==> config.mk <==
export PLATFORM = sky130hd
export DESIGN_NAME = stage_sequencer
export DESIGN_NICKNAME = d
export VERILOG_FILES = /design/src/rtl/stage_sequencer.sv
export SDC_FILE = /design/constraint.sdc
export NUM_CORES = 1
export LEC_CHECK = 0
export ABC_CLOCK_PERIOD_IN_PS = 4800
export CAP_MARGIN = 20
export CELL_PAD_IN_SITES_DETAIL_PLACEMENT = 1
export CELL_PAD_IN_SITES_GLOBAL_PLACEMENT = 1
export CORE_UTILIZATION = 30
export DETAILED_ROUTE_END_ITERATION = 7
export PLACE_DENSITY_LB_ADDON = 0.1
export SYNTH_ARGS = -nofsm -noshare
export SYNTH_HDL_FRONTEND = slang
export SYNTH_SLANG_ARGS = --single-unit
==> constraint.sdc <==
create_clock -name Clock -period 4.8 [get_ports Clock]
set_input_delay 1.44 -clock Clock [delete_from_list [all_inputs] [get_ports Clock]]
set_output_delay 1.44 -clock Clock [all_outputs]
set_load 0.005 [all_outputs]
==> src/rtl/stage_sequencer.sv <==
// stage_sequencer -- parametrised multi-cycle instruction stage controller.
//
// Steps each instruction through NUM_STAGES stages. The fetch stage (always)
// and the memory stage (when the instruction accesses data memory) issue a bus
// request. Such a stage completes only once MEM_MFC is seen. A run/halt/
// single-step front end and a sticky fault state sit around the stage counter.
//
// Optional feature: define STAGE_SEQ_TIMEOUT_EN to add the memory watchdog.
// After TIMEOUT consecutive wait cycles without MEM_MFC, the sequencer faults
// with code 10. Without the macro, a wait lasts until MEM_MFC or MEM_ERROR.
//
// Ports:
//   Clock         in   rising-edge system clock
//   Reset         in   asynchronous active-high reset, clears all state
//   Run           in   level, free-run instructions
//   Step          in   pulse, starts one instruction while halted
//   Mem_Access    in   instruction accesses data memory (sampled in MEM_STAGE)
//   Mem_Write     in   1 = store, 0 = load (sampled with Mem_Access)
//   MEM_MFC       in   memory function complete
//   MEM_ERROR     in   address not assigned
//   Stage         out  current stage 1..NUM_STAGES, 0 when halted/faulted
//   Stage_Strobe  out  one-hot, bit k-1 high in the cycle stage k completes
//   MEM_r_w_z_z   out  bus command: 00 read, 01 write, 10 high impedance
//   Mem_Wait      out  request outstanding, MFC not yet seen
//   Fault         out  sticky fault flag
//   Fault_Code    out  01 MEM_ERROR, 10 timeout, 00 none
//   Instr_Count   out  retired instruction count (wraps)

module stage_sequencer #(
  parameter int NUM_STAGES  = 5,
  parameter int STAGE_W     = 3,
  parameter int FETCH_STAGE = 1,
  parameter int MEM_STAGE   = 4,
  parameter int TIMEOUT     = 15,
  parameter int COUNT_W     = 32
) (
  input  logic                  Clock,
  input  logic                  Reset,
  input  logic                  Run,
  input  logic                  Step,
  input  logic                  Mem_Access,
  input  logic                  Mem_Write,
  input  logic                  MEM_MFC,
  input  logic                  MEM_ERROR,
  output logic [STAGE_W-1:0]    Stage,
  output logic [NUM_STAGES-1:0] Stage_Strobe,
  output logic [1:0]            MEM_r_w_z_z,
  output logic                  Mem_Wait,
  output logic                  Fault,
  output logic [1:0]            Fault_Code,
  output logic [COUNT_W-1:0]    Instr_Count
);

  typedef enum logic [1:0] {
    S_HALT  = 2'd0,
    S_RUN   = 2'd1,
    S_WAIT  = 2'd2,
    S_FAULT = 2'd3
  } state_t;

  state_t               state_r, state_s;
  logic [STAGE_W-1:0]   stage_r, stage_s;
  logic                 step_req_r, step_req_s;
  logic                 req_write_r, req_write_s;
  logic                 mem_wait_r, mem_wait_s;
  logic                 fault_r, fault_s;
  logic [1:0]           fault_code_r, fault_code_s;
  logic [COUNT_W-1:0]   count_r, count_s;
  logic                 is_fetch_s, is_mem_s, req_s, err_s, done_s, last_s;
`ifdef STAGE_SEQ_TIMEOUT_EN
  logic [7:0]           wd_r, wd_s;
`endif

  // Reject parameter sets the stage counter or watchdog cannot represent.
  if (NUM_STAGES < 2 || NUM_STAGES > 7 || (1 << STAGE_W) <= NUM_STAGES ||
      FETCH_STAGE < 1 || FETCH_STAGE > NUM_STAGES ||
      MEM_STAGE < 1 || MEM_STAGE > NUM_STAGES ||
      TIMEOUT < 1 || TIMEOUT > 255 || COUNT_W < 1) begin : g_bad_params
    $error("stage_sequencer: illegal parameter set");
  end

  // A cycle is a bus request when running in fetch, or in the memory stage of
  // an accessing instruction, and throughout every wait cycle.
  assign is_fetch_s = (stage_r == STAGE_W'(FETCH_STAGE));
  assign is_mem_s   = (stage_r == STAGE_W'(MEM_STAGE)) && Mem_Access;
  assign req_s      = ((state_r == S_RUN) && (is_fetch_s || is_mem_s)) ||
                      (state_r == S_WAIT);
  // MEM_ERROR outranks MEM_MFC, so an erroring request never completes.
  assign err_s      = req_s && MEM_ERROR;
  assign done_s     = ((state_r == S_RUN) && !req_s) ||
                      (req_s && MEM_MFC && !MEM_ERROR);
  assign last_s     = done_s && (stage_r == STAGE_W'(NUM_STAGES));

  assign Stage       = stage_r;
  assign Mem_Wait    = mem_wait_r;
  assign Fault       = fault_r;
  assign Fault_Code  = fault_code_r;
  assign Instr_Count = count_r;

  // State register and registered outputs.
  always_ff @(posedge Clock or posedge Reset) begin
    if (Reset) begin
      state_r      <= S_HALT;
      stage_r      <= {STAGE_W{1'b0}};
      step_req_r   <= 1'b0;
      req_write_r  <= 1'b0;
      mem_wait_r   <= 1'b0;
      fault_r      <= 1'b0;
      fault_code_r <= 2'b00;
      count_r      <= {COUNT_W{1'b0}};
`ifdef STAGE_SEQ_TIMEOUT_EN
      wd_r         <= 8'd0;
`endif
    end else begin
      state_r      <= state_s;
      stage_r      <= stage_s;
      step_req_r   <= step_req_s;
      req_write_r  <= req_write_s;
      mem_wait_r   <= mem_wait_s;
      fault_r      <= fault_s;
      fault_code_r <= fault_code_s;
      count_r      <= count_s;
`ifdef STAGE_SEQ_TIMEOUT_EN
      wd_r         <= wd_s;
`endif
    end
  end

  // Next-state logic: stage advance, wait entry/exit, faults, retirement.
  always_comb begin
    state_s      = state_r;
    stage_s      = stage_r;
    step_req_s   = step_req_r;
    req_write_s  = req_write_r;
    mem_wait_s   = mem_wait_r;
    fault_s      = fault_r;
    fault_code_s = fault_code_r;
    count_s      = count_r;
`ifdef STAGE_SEQ_TIMEOUT_EN
    wd_s         = wd_r;
`endif
    case (state_r)
      S_HALT: begin
        if (Run || Step) begin
          state_s    = S_RUN;
          stage_s    = STAGE_W'(1'b1);
          // A Step start runs one instruction even if Run rises meanwhile.
          step_req_s = Step;
        end else begin
          state_s    = S_HALT;
        end
      end
      S_RUN, S_WAIT: begin
        if (err_s) begin
          state_s      = S_FAULT;
          stage_s      = {STAGE_W{1'b0}};
          step_req_s   = 1'b0;
          mem_wait_s   = 1'b0;
          fault_s      = 1'b1;
          fault_code_s = 2'b01;
        end else if (done_s) begin
          mem_wait_s = 1'b0;
          if (last_s) begin
            count_s = count_r + COUNT_W'(1'b1);
            if (Run && !step_req_r) begin
              state_s = S_RUN;
              stage_s = STAGE_W'(1'b1);
            end else begin
              state_s    = S_HALT;
              stage_s    = {STAGE_W{1'b0}};
              step_req_s = 1'b0;
            end
          end else begin
            state_s = S_RUN;
            stage_s = stage_r + STAGE_W'(1'b1);
          end
        end else if (state_r == S_RUN) begin
          // First request cycle without MFC: freeze the command and wait.
          state_s     = S_WAIT;
          mem_wait_s  = 1'b1;
          req_write_s = is_fetch_s ? 1'b0 : Mem_Write;
`ifdef STAGE_SEQ_TIMEOUT_EN
          wd_s        = 8'd0;
`endif
        end else begin
`ifdef STAGE_SEQ_TIMEOUT_EN
          // wd_r counts the wait cycles already spent without MFC.
          if (wd_r == 8'(TIMEOUT - 1)) begin
            state_s      = S_FAULT;
            stage_s      = {STAGE_W{1'b0}};
            step_req_s   = 1'b0;
            mem_wait_s   = 1'b0;
            fault_s      = 1'b1;
            fault_code_s = 2'b10;
          end else begin
            wd_s = wd_r + 8'd1;
          end
`else
          state_s = S_WAIT;
`endif
        end
      end
      S_FAULT: begin
        state_s = S_FAULT;
      end
      default: begin
        state_s = S_FAULT;
      end
    endcase
  end

  // Combinational outputs: completion strobe and bus command.
  always_comb begin
    Stage_Strobe = {NUM_STAGES{1'b0}};
    MEM_r_w_z_z  = 2'b10;
    if (done_s) begin
      Stage_Strobe = NUM_STAGES'(1'b1) << (stage_r - STAGE_W'(1'b1));
    end else begin
      Stage_Strobe = {NUM_STAGES{1'b0}};
    end
    case (state_r)
      S_RUN: begin
        if (is_fetch_s) begin
          MEM_r_w_z_z = 2'b00;
        end else if (is_mem_s) begin
          MEM_r_w_z_z = {1'b0, Mem_Write};
        end else begin
          MEM_r_w_z_z = 2'b10;
        end
      end
      S_WAIT:  MEM_r_w_z_z = {1'b0, req_write_r};
      default: MEM_r_w_z_z = 2'b10;
    endcase
  end

endmodule

==> impl_metrics.ini <==
[detailed_routing]
ant_nets = 0
post_drt_wl_per_cell_um = 15.0
finalWirelength_mm = 5.76
drt_iter0_markers = 28
via_per_inst = 4.93
dr.pass1.iters = 4
drcViolationCount = 0
route.vias.total = 1893

[worst_setup_path]
critPathMaxFanout = 3
critPathRequiredTime_ns = 3.36
end_kind = primary output
critPathKind = primary input to primary output
arrival_ns = 3.10
critPathLaunchType = primary input

[timing]
fmax_mhz = 220
hold_violations = 0
fin_setup_tns_ns = 0
worst_pin_slew_ns = 0.550
setup_viol = 0
skew_ns = 0.00905
maxSlewHeadroom = 0.633
drv_slew = 0
final.min_clock_period_ns = 4.54
worst_slack_ns = 0.258
whs_ns = 0.474
rsz0062_at_grt = false
finalCritPeriodShare = 0.946

[cells_and_area]
area_delta_synth_final_pct = 30.7
drive_above_1_share = 0.0947
instances_no_fill = 384
diodes = 0
final_nets = 303
n_fill_cell = 846

[synthesis]
syn_nets = 247
synthTopCellsByArea = dfrtp_1, xnor2_1, ha_1
async_reset_ff_frac = 1.00
netlist_area_um2 = 2350
synth_warnings = 0
synth_common_cells = dfrtp_1, nand2_1, xnor2_1
synth_largest_area_cell = dfrtp_1
synth_cell_types = 46
synth-main-ff-cell = dfrtp_1
netlist.area_leader.share = 0.437
avgSynthCellArea_um2 = 10.3
synth_edf_count = 0
ys_ff_latch = 41
synth-seq-area-share = 0.437
synthCells = 228
synthMostInstantiatedCell = dfrtp_1

[power_and_ir_drop]
pwr-share-seq = 0.367
netSwitchingFraction = 0.375
irDropWorstVdd_mv = 0.111
leakage_nw = 1.37
combPwrFrac = 0.416
clkPwrFrac = 0.217
p_sw_w = 0.000420
p_int_w = 0.000702
p_per_area_nw_per_um2 = 366

[clock_tree]
clk_pin_slew_ns = 0.08
h-tree-depth = 2
cts_tree = done
root_buffer = clkbuf_8
clock-sinks = 41
clockBufferDepth = 2
cts-buffers-inserted = 5
ctsHoldBuffers = 0
post_cts.repair.setup_buffers = 0
cts_resized = 0
clk_latency_ns = 0.30

[worst_hold_path]
hp-class = flip-flop to flip-flop

[place]
post-dp-hpwl_mm = 4.18
dp.cells = 376
pre_cts_ws_ns = 0.250
io_buffers = 52
gp_congestion = 0.757

[global_route]
grt_usage = 0.154
grt_max_degree = 42
busiest_layer = met2
use_met3 = 0.0303
grt_first_pass_wirelength_mm = 10.1
grt_util_met2 = 0.255
groute.layer.met1.usage = 0.201
antenna_found_initial = 0
grt_overflow = 0
grt_pass1_vias = 1942

[die]
core-area_um2 = 7410
dieHeight_um = 90.4
die_area_um2 = 8180
dieWidth_um = 90.4
num_rows = 31
ios = 54
start_util = 0.317

[outcome]
status = complete, no violations

[flow_run]
cap_violations = 0
## layout make-up
class | instances | area (um^2) | share of cell area
Inverter | 8 | 30.0 | 0.00979
Clock inverter | 2 | 13.8 | 0.00449
Tap cell | 99 | 124 | 0.0404
Timing Repair Buffer | 55 | 543 | 0.177
Multi-Input combinational cell | 173 | 1250 | 0.407
Clock buffer | 6 | 82.6 | 0.0269
Sequential cell | 41 | 1030 | 0.335
## power groups by stage
stage	Sequential, W	Combinational [W]	Clock (W)
after CTS	0.000412	0.000475	0.000256
after global routing	0.000417	0.000530	0.000270
after detailed placement	0.000419	0.000473	0
after global placement	0.000416	0.000471	0
final	0.000412	0.000466	0.000244
after floorplan	0.000412	0.000309	0
## through the flow
step	instance area, um^2	power (W)	utilization
floorplan	2350	0.000721	-
global placement	2970	0.000887	0.401
detailed placement	2970	0.000892	0.401
CTS	3070	0.00114	0.414
global route	3070	0.00122	0.414
finish	3070	0.00112	0.414
## cell usage in the layout, fill, tap and decap left out, drive strengths merged, types with 4 or more instances in the layout
master / n
clkdlybuf4s50: 52
dfrtp: 41
nand2: 20
xnor2: 18
nor2: 18
nand3: 17
nand4: 16
xor2: 13
ha: 11
and3: 9
nor4: 9
inv: 8
and2: 6
clkbuf: 6
o21ai: 5
nor3: 4
## flip-flops by register name, summed over array words and instances, names as in the netlist
register and count:
Instr_Count 32, Stage 3, state_r 2, Fault_Code 1, Mem_Wait 1, req_write_r 1, step_req_r 1
## worst max-delay path, stage by stage
cell             delay, ns
clkdlybuf4s50_1       0.47
nor2b_1               0.20
buf_4                 0.15
a32oi_4               0.05
nor2_1                0.14
and2_1                0.15
clkdlybuf4s50_1       0.50
## final timing paths
| kind | endpoint | startpoint | cells after the start | slack, ns |
|---|---|---|---|---|
| setup / recovery | Stage_Strobe[2] | MEM_MFC | 7 | 0.26 |
| min in group asynchronous | state_r[1]$_DFF_PP0_ | Reset | 3 | 1.58 |
| hold reg to reg | Instr_Count[31]$_DFFE_PP0P_ | Instr_Count[31]$_DFFE_PP0P_ | 1 | 0.47 |
| setup reg to reg | Instr_Count[24]$_DFFE_PP0P_ | Stage[1]$_DFFE_PP0P_ | 8 | 2.57 |
| hold / removal | Instr_Count[31]$_DFFE_PP0P_ | Instr_Count[31]$_DFFE_PP0P_ | 1 | 0.47 |
| max in group asynchronous | step_req_r$_DFFE_PP0P_ | Reset | 3 | 2.84 |
## kinds of logic (layout without fill, tap and decap cells)
| family | count (synthesis) | after routing | share of synthesized area |
|---|---|---|---|
| fa+ha+maj | 11 | 11 | 0.0587 |
| compound gates | 20 | 20 | 0.0672 |
| buf+inv | 14 | 71 | 0.0309 |
| flops | 41 | 41 | 0.437 |
| other cells | 1 | 1 | 0.00160 |
| simple gates | 110 | 110 | 0.289 |
| xor+xnor | 31 | 31 | 0.116 |
## routing by layer
layer  vias up  wire, um  part of all wire
met5         -         0                 0
met4         0        79             0.014
li1        910         -                 -
met2        37      2740              0.48
met3         5       215             0.037
met1       941      2720              0.47
No activity file was read; power rests on OpenSTA's default activity.
